===== src/rtl/io_rr_arbiter.sv =====
// io_rr_arbiter: round-robin arbiter that gives I/O channels exclusive use of one memory bus,
// with an ack timeout per transaction.
module io_rr_arbiter #(
    parameter int WORD_SIZE = 16,
    parameter int IO_COUNT  = 4,
    parameter int TIMEOUT   = 255
) (
    input  logic                          clk,
    input  logic                          rst,
    input  logic [IO_COUNT-1:0]           reqVec,
    input  logic [IO_COUNT-1:0]           dirVec,
    input  logic [IO_COUNT*WORD_SIZE-1:0] addrArr,
    input  logic [IO_COUNT*WORD_SIZE-1:0] wdataArr,
    output logic [IO_COUNT-1:0]           gntVec,
    output logic [IO_COUNT-1:0]           doneVec,
    output logic [IO_COUNT-1:0]           errVec,
    output logic [WORD_SIZE-1:0]          rdata,
    output logic                          memReq,
    output logic                          memDir,
    output logic [WORD_SIZE-1:0]          memAdd,
    output logic [WORD_SIZE-1:0]          memDataOut,
    input  logic [WORD_SIZE-1:0]          memDataIn,
    input  logic                          memAck
);
    localparam int IW = $clog2(IO_COUNT);
    localparam int CW = IW + 1;
    typedef enum logic [1:0] {IDLE, BUS, DONE} state_t;
    state_t                state_q;
    logic [IW-1:0]         ptr_q, idx_q, idx_d;
    logic [CW-1:0]         c;
    logic [15:0]           tcnt_q;
    logic                  dir_q, req_q;
    logic [WORD_SIZE-1:0]  addr_q, wdata_q, rdata_q;
    logic [IO_COUNT-1:0]   gnt_q, done_q, err_q;
    logic [WORD_SIZE-1:0]  addr_a [IO_COUNT];
    logic [WORD_SIZE-1:0]  wdata_a [IO_COUNT];
    for (genvar g = 0; g < IO_COUNT; g++) begin : g_unpack
        assign addr_a[g]  = addrArr[g*WORD_SIZE +: WORD_SIZE];
        assign wdata_a[g] = wdataArr[g*WORD_SIZE +: WORD_SIZE];
    end
    // Scan downward so the requester closest to ptr (smallest offset) wins.
    always_comb begin
        idx_d = '0;
        c = '0;
        for (int k = IO_COUNT - 1; k >= 0; k--) begin
            c = {1'b0, ptr_q} + CW'(k);
            c = c >= CW'(IO_COUNT) ? c - CW'(IO_COUNT) : c;
            idx_d = reqVec[c[IW-1:0]] ? c[IW-1:0] : idx_d;
        end
    end
    always_ff @(posedge clk) begin
        if (rst) begin
            state_q <= IDLE;
            ptr_q   <= '0;
            idx_q   <= '0;
            tcnt_q  <= '0;
            dir_q   <= 1'b0;
            req_q   <= 1'b0;
            addr_q  <= '0;
            wdata_q <= '0;
            rdata_q <= '0;
            gnt_q   <= '0;
            done_q  <= '0;
            err_q   <= '0;
        end else begin
            done_q <= '0;
            err_q  <= '0;
            case (state_q)
                IDLE: if (|reqVec) begin
                    idx_q   <= idx_d;
                    dir_q   <= dirVec[idx_d];
                    addr_q  <= addr_a[idx_d];
                    wdata_q <= wdata_a[idx_d];
                    tcnt_q  <= '0;
                    gnt_q   <= IO_COUNT'(1) << idx_d;
                    req_q   <= 1'b1;
                    state_q <= BUS;
                end
                BUS: begin
                    tcnt_q <= tcnt_q + 16'd1;
                    // An ack on the final allowed cycle still counts as success.
                    if (memAck) begin
                        rdata_q <= dir_q ? rdata_q : memDataIn;
                        done_q  <= gnt_q;
                        req_q   <= 1'b0;
                        state_q <= DONE;
                    end else if (tcnt_q + 16'd1 == 16'(TIMEOUT)) begin
                        err_q   <= gnt_q;
                        req_q   <= 1'b0;
                        state_q <= DONE;
                    end
                end
                DONE: begin
                    ptr_q   <= idx_q == IW'(IO_COUNT - 1) ? '0 : idx_q + 1'b1;
                    gnt_q   <= '0;
                    state_q <= IDLE;
                end
                default: state_q <= IDLE;
            endcase
        end
    end
    assign gntVec     = gnt_q;
    assign doneVec    = done_q;
    assign errVec     = err_q;
    assign rdata      = rdata_q;
    assign memReq     = req_q;
    assign memDir     = dir_q;
    assign memAdd     = addr_q;
    assign memDataOut = wdata_q;
endmodule


===== config.mk =====
export PLATFORM = sky130hd
export DESIGN_NAME = io_rr_arbiter
export DESIGN_NICKNAME = d
export VERILOG_FILES = /design/src/rtl/io_rr_arbiter.sv
export SDC_FILE = /design/constraint.sdc
export NUM_CORES = 1
export LEC_CHECK = 0
export CELL_PAD_IN_SITES_DETAIL_PLACEMENT = 1
export CELL_PAD_IN_SITES_GLOBAL_PLACEMENT = 1
export CORE_ASPECT_RATIO = 0.6
export CORE_UTILIZATION = 32
export CTS_CLUSTER_DIAMETER = 150
export DETAILED_ROUTE_END_ITERATION = 8
export GPL_TIMING_DRIVEN = 0
export MAX_ROUTING_LAYER = met4
export PLACE_DENSITY_LB_ADDON = 0.1
export SLEW_MARGIN = 10
export SYNTH_ARGS = -nofsm -noshare
export SYNTH_HDL_FRONTEND = slang
export SYNTH_SLANG_ARGS = --single-unit

===== constraint.sdc =====
create_clock -name clk -period 4.55 [get_ports clk]
set_input_delay 0.455 -clock clk [delete_from_list [all_inputs] [get_ports clk]]
set_output_delay 0.455 -clock clk [all_outputs]
set_load 0.01 [all_outputs]

==> summary by stage <==
Clock tree
The depth of the CTS H-tree is 3. The TritonCTS buffer count is 9. The clock transition at the registers of the reported paths is 0.07 ns. The number of clock sinks seen by CTS is 84.

The number of setup buffers added after CTS is 0. The cell sitting at the root of the clock tree is a sky130_fd_sc_hd__clkbuf_16. The number of buffers between clock root and the deepest sink is 2. For this design, the CTS-stage hold fixing added 0 buffers.

The TritonCTS clock tree is done. The insertion delay to the later sink of the worst-skew pair is 0.35 ns. The number of gates resized after cts is 0.

Logic synthesis
The share of the Yosys chip area taken by registers is 36.7%. Yosys printed 0 warnings. After synthesis, the share of flip-flops with an asynchronous set or reset is 0%. Multiplexer cells account for 8.58% of the synthesized area. The adder and majority gate portion of the synthesized area is 0.819%. The synthesized netlist devotes 32.9% of its cell area to compound gates.

The main combinational cell family by area after synthesis is compound AO/OA/AOI/OAI gates. The number of distinct library cells after synthesis is 55. The number of synthesized flops with an enable pin is 0. The cell area after synthesis is 4580 um^2. The commonest register cell after synthesis is sky130_fd_sc_hd__dfxtp_1. The average cell area after synthesis is 8.59 um^2. The number of nets in the synthesized netlist is 691.

The register bit count reported by yosys is 84. The xor and xnor area share after synthesis is 0.765%. The synthesized instance count is 533. The share of synthesized cell area in and, or, nand and nor gates is 14.8%.

Place
The quantity of I/O buffers inserted on ports is 216. The HPWL after detailed placement is 14600 um. The global placer's final weighted congestion is 0.857. The worst setup timing slack at the placement stage is 1.30 ns.

Critical path
The most critical setup path has its startpoint at reqVec[3]. The critical path launch point type is an input pin. In this run the worst path has a maximum fanout of 10. Counting cells, the worst reg-to-reg path comes to 7.

The classification of the worst setup path is input pin to register. The flop-to-flop setup slack is 1.97 ns. The source of the worst register-to-register timing path is ptr_q[1].

The required time of the critical path is 4.79 ns. The data arrival time of the worst path is 3.18 ns. STA classifies the critical path endpoint as a register. The worst register-to-register path ends at memAdd[9].

Timing
After layout, the worst setup slack is 1.61 ns. The count of endpoints failing hold in the final timing report came to 0. Based on the critical path, the design can be clocked at up to 0.340 GHz. The transition time of the tightest slew-check pin is 0.778 ns. Setup repair after global routing left no endpoint under its margin. In this run the tightest slew margin relative to its limit is 48.1%. The final worst-path cycle share is 64.6%.

The number of pins with negative max-slew slack in the final report was 0. Summed over all failing endpoints, the final setup total negative slack is 0 ns. The final setup skew is 0.00433 ns. The minimum clock period after layout is 2.94 ns. The number of failing setup endpoints in the final timing report is 0.

Detailed routing
The count of nets left with antenna violations once routing finished came out at 0. The final routed wire length divided by cell count is 20.0 um. The total via count after detailed routing is 5413.

The DRC violation count after routing is 0. After detailed routing, the total wire length is 19100 um. The detailed-router iteration count before antenna repair is 4. For this block, the initial DRC count from the detailed router was 193. The mean number of vias per cell is 5.66.

Power
Dividing total power by cell area gives a power density of 302 nW/um^2. IR analysis of the VDD net gives a maximum drop of 142 uV. The sum of internal, switching and leakage power is 2.21 mW.

For this design the static power due to leakage is 2.50 nW.

Worst hold path
The worst hold endpoint is rdata[2]. The startpoint of the lowest-slack hold path is rdata[2]. The cell depth of the worst min-delay path is 2. The min-delay analysis places its worst path in the category register to register.

Layout
From synthesis to final layout, the design area changed by 59.2%. After the last flow step, the layout net total stands at 918. The fraction of layout instances using a drive strength above 1 is 7.32%.

The number of antenna diodes is 0. The filler cells instantiated in the layout total 1643.

Global route
The global-route met2 utilization is 44.0%. The number of antenna violations at the first check in global routing came to 0. Global routing used 27.3% of the available tracks.

The wire length of the first global-routing pass is 30000 um. The via count of the first global-routing pass was 5671. Global routing used 7.02% of the available met3 tracks.

The most heavily used metal layer in global routing is met2. The aggregate global routing overflow is 0. Entering global routing, the biggest net connects 16 pins. For this run, global-route usage on met1 was measured as 32.9%.

Floorplanning
The top-level port count is 217. For this configuration, the core starts out at a cell density of 33.2%. The floorplan step set the die width to 156 um. The overall die area is 14800 um^2. The floorplan step defined a core boundary enclosing 13800 um^2. The initialized floorplan defines 33 standard-cell rows.

The height of the chip is 94.7 um.

Run
The number of max-cap violations is 0.

Status
The flow ran to the end, and the final reports show no timing, DRC or antenna violations.
==> per-stage QoR <==
step / std cells / instance area, um^2 / utilization [%] / hold slack (ns)
final: 957 / 7290 / 52.9 / 0.454
after global routing: 957 / 7290 / 52.9 / 0.474
after CTS: 957 / 7290 / 52.9 / 0.455
after detailed placement: 941 / 6980 / 50.6 / 0.446
after global placement: 941 / 6980 / 50.6 / 0.443
after floorplan: 533 / 4580 / - / 0.440
==> layout make-up <==
class	count	area (um^2)	area share [%]
clock inverter	6	71.3	0.978
timing repair buffer	216	2160	29.6
buffer	48	208	2.85
clock buffer	10	239	3.28
multi-input combinational	390	2650	36.3
sequential	84	1680	23.1
tap	192	240	3.29
inverter	11	41.3	0.566
==> kinds of logic (layout without fill, tap and decap cells) <==
group	count (synthesis)	after routing
DFF	84	84
xor gates and xnor gates	4	4
and+or+nand+nor	135	135
muxes	35	35
AOI/OAI and AO/OA	213	213
adders and majority gates	3	3
buffers and inverters	59	291
==> metal layers <==
layer	share of wire, %	vias up	routed length, um
li1	-	2499	-
met4	2.8	0	532
met5	0	-	0
met2	45	235	8630
met1	44	2642	8490
met3	7.6	37	1450
==> registers in the layout, indices dropped and copies added, names as in the netlist <==
register / flops
gntVec: 4
memAdd: 16
rdata: 16
state_q: 2
idx_q: 2
memDataOut: 16
doneVec: 4
ptr_q: 2
tcnt_q: 16
errVec: 4
memDir: 1
memReq: 1
==> critical path: stages <==
cell and delay (ns):
sky130_fd_sc_hd__clkdlybuf4s50_1 0.52, sky130_fd_sc_hd__buf_2 0.27, sky130_fd_sc_hd__and3b_1 0.20, sky130_fd_sc_hd__buf_2 0.18, sky130_fd_sc_hd__nor3_4 0.52, sky130_fd_sc_hd__buf_4 0.32, sky130_fd_sc_hd__mux2_2 0.38, sky130_fd_sc_hd__a221o_1 0.32
==> Yosys cell counts, types with 3 or more instances <==
cell	number	area [um^2]
sky130_fd_sc_hd__dfxtp_1	84	1680
sky130_fd_sc_hd__a21oi_1	67	335
sky130_fd_sc_hd__nand2_1	48	180
sky130_fd_sc_hd__o211ai_1	34	255
sky130_fd_sc_hd__a221o_1	33	330
sky130_fd_sc_hd__o31ai_1	33	248
sky130_fd_sc_hd__clkbuf_1	30	113
sky130_fd_sc_hd__nor2_1	29	109
sky130_fd_sc_hd__mux2_1	20	225
sky130_fd_sc_hd__o21ai_0	16	80.1
sky130_fd_sc_hd__mux2_2	14	158
sky130_fd_sc_hd__buf_2	12	60.1
sky130_fd_sc_hd__inv_1	11	41.3
sky130_fd_sc_hd__nand3_1	10	50.1
sky130_fd_sc_hd__nand4_1	7	43.8
sky130_fd_sc_hd__nor3_1	7	35.0
sky130_fd_sc_hd__nor4_1	7	43.8
sky130_fd_sc_hd__nand2b_1	5	31.3
sky130_fd_sc_hd__or3_1	5	31.3
sky130_fd_sc_hd__a311oi_1	4	35.0
sky130_fd_sc_hd__a211oi_1	3	22.5
sky130_fd_sc_hd__a21o_1	3	22.5
sky130_fd_sc_hd__a41oi_1	3	26.3
sky130_fd_sc_hd__buf_4	3	22.5
sky130_fd_sc_hd__ha_1	3	37.5
sky130_fd_sc_hd__nand3b_1	3	22.5
sky130_fd_sc_hd__xnor2_1	3	26.3
==> cells in the final DEF, fill, tap and decap left out, drive strengths merged, types with 13 or more instances in the layout <==
| cell type | instances |
|---|---|
| nor2 | 29 |
| inv | 13 |
| buf | 17 |
| mux2 | 34 |
| o21ai | 16 |
| dfxtp | 84 |
| nand2 | 48 |
| o211ai | 34 |
| clkbuf | 41 |
| a221o | 33 |
| o31ai | 33 |
| clkdlybuf4s50 | 216 |
| a21oi | 68 |
==> worst max-delay path by stage <==
stage / to / slack [ns] / cells past startpoint
finish: memAdd[9] / 1.61 / 8
global route: memAdd[7] / 1.52 / 8
CTS: memAdd[7] / 1.64 / 8
detailed placement: memAdd[7] / 1.30 / 8
global placement: memAdd[5] / 1.38 / 8
floorplan: memAdd[0] / 2.32 / 7
==> power breakdown <==
part	internal [mW]	leakage, nW	switching [mW]	total (mW)
clock network	0.446	0.146	0.337	0.782
registers	0.795	0.686	0.0408	0.836
logic	0.318	1.67	0.270	0.588
(Power assumes the default switching activity.)
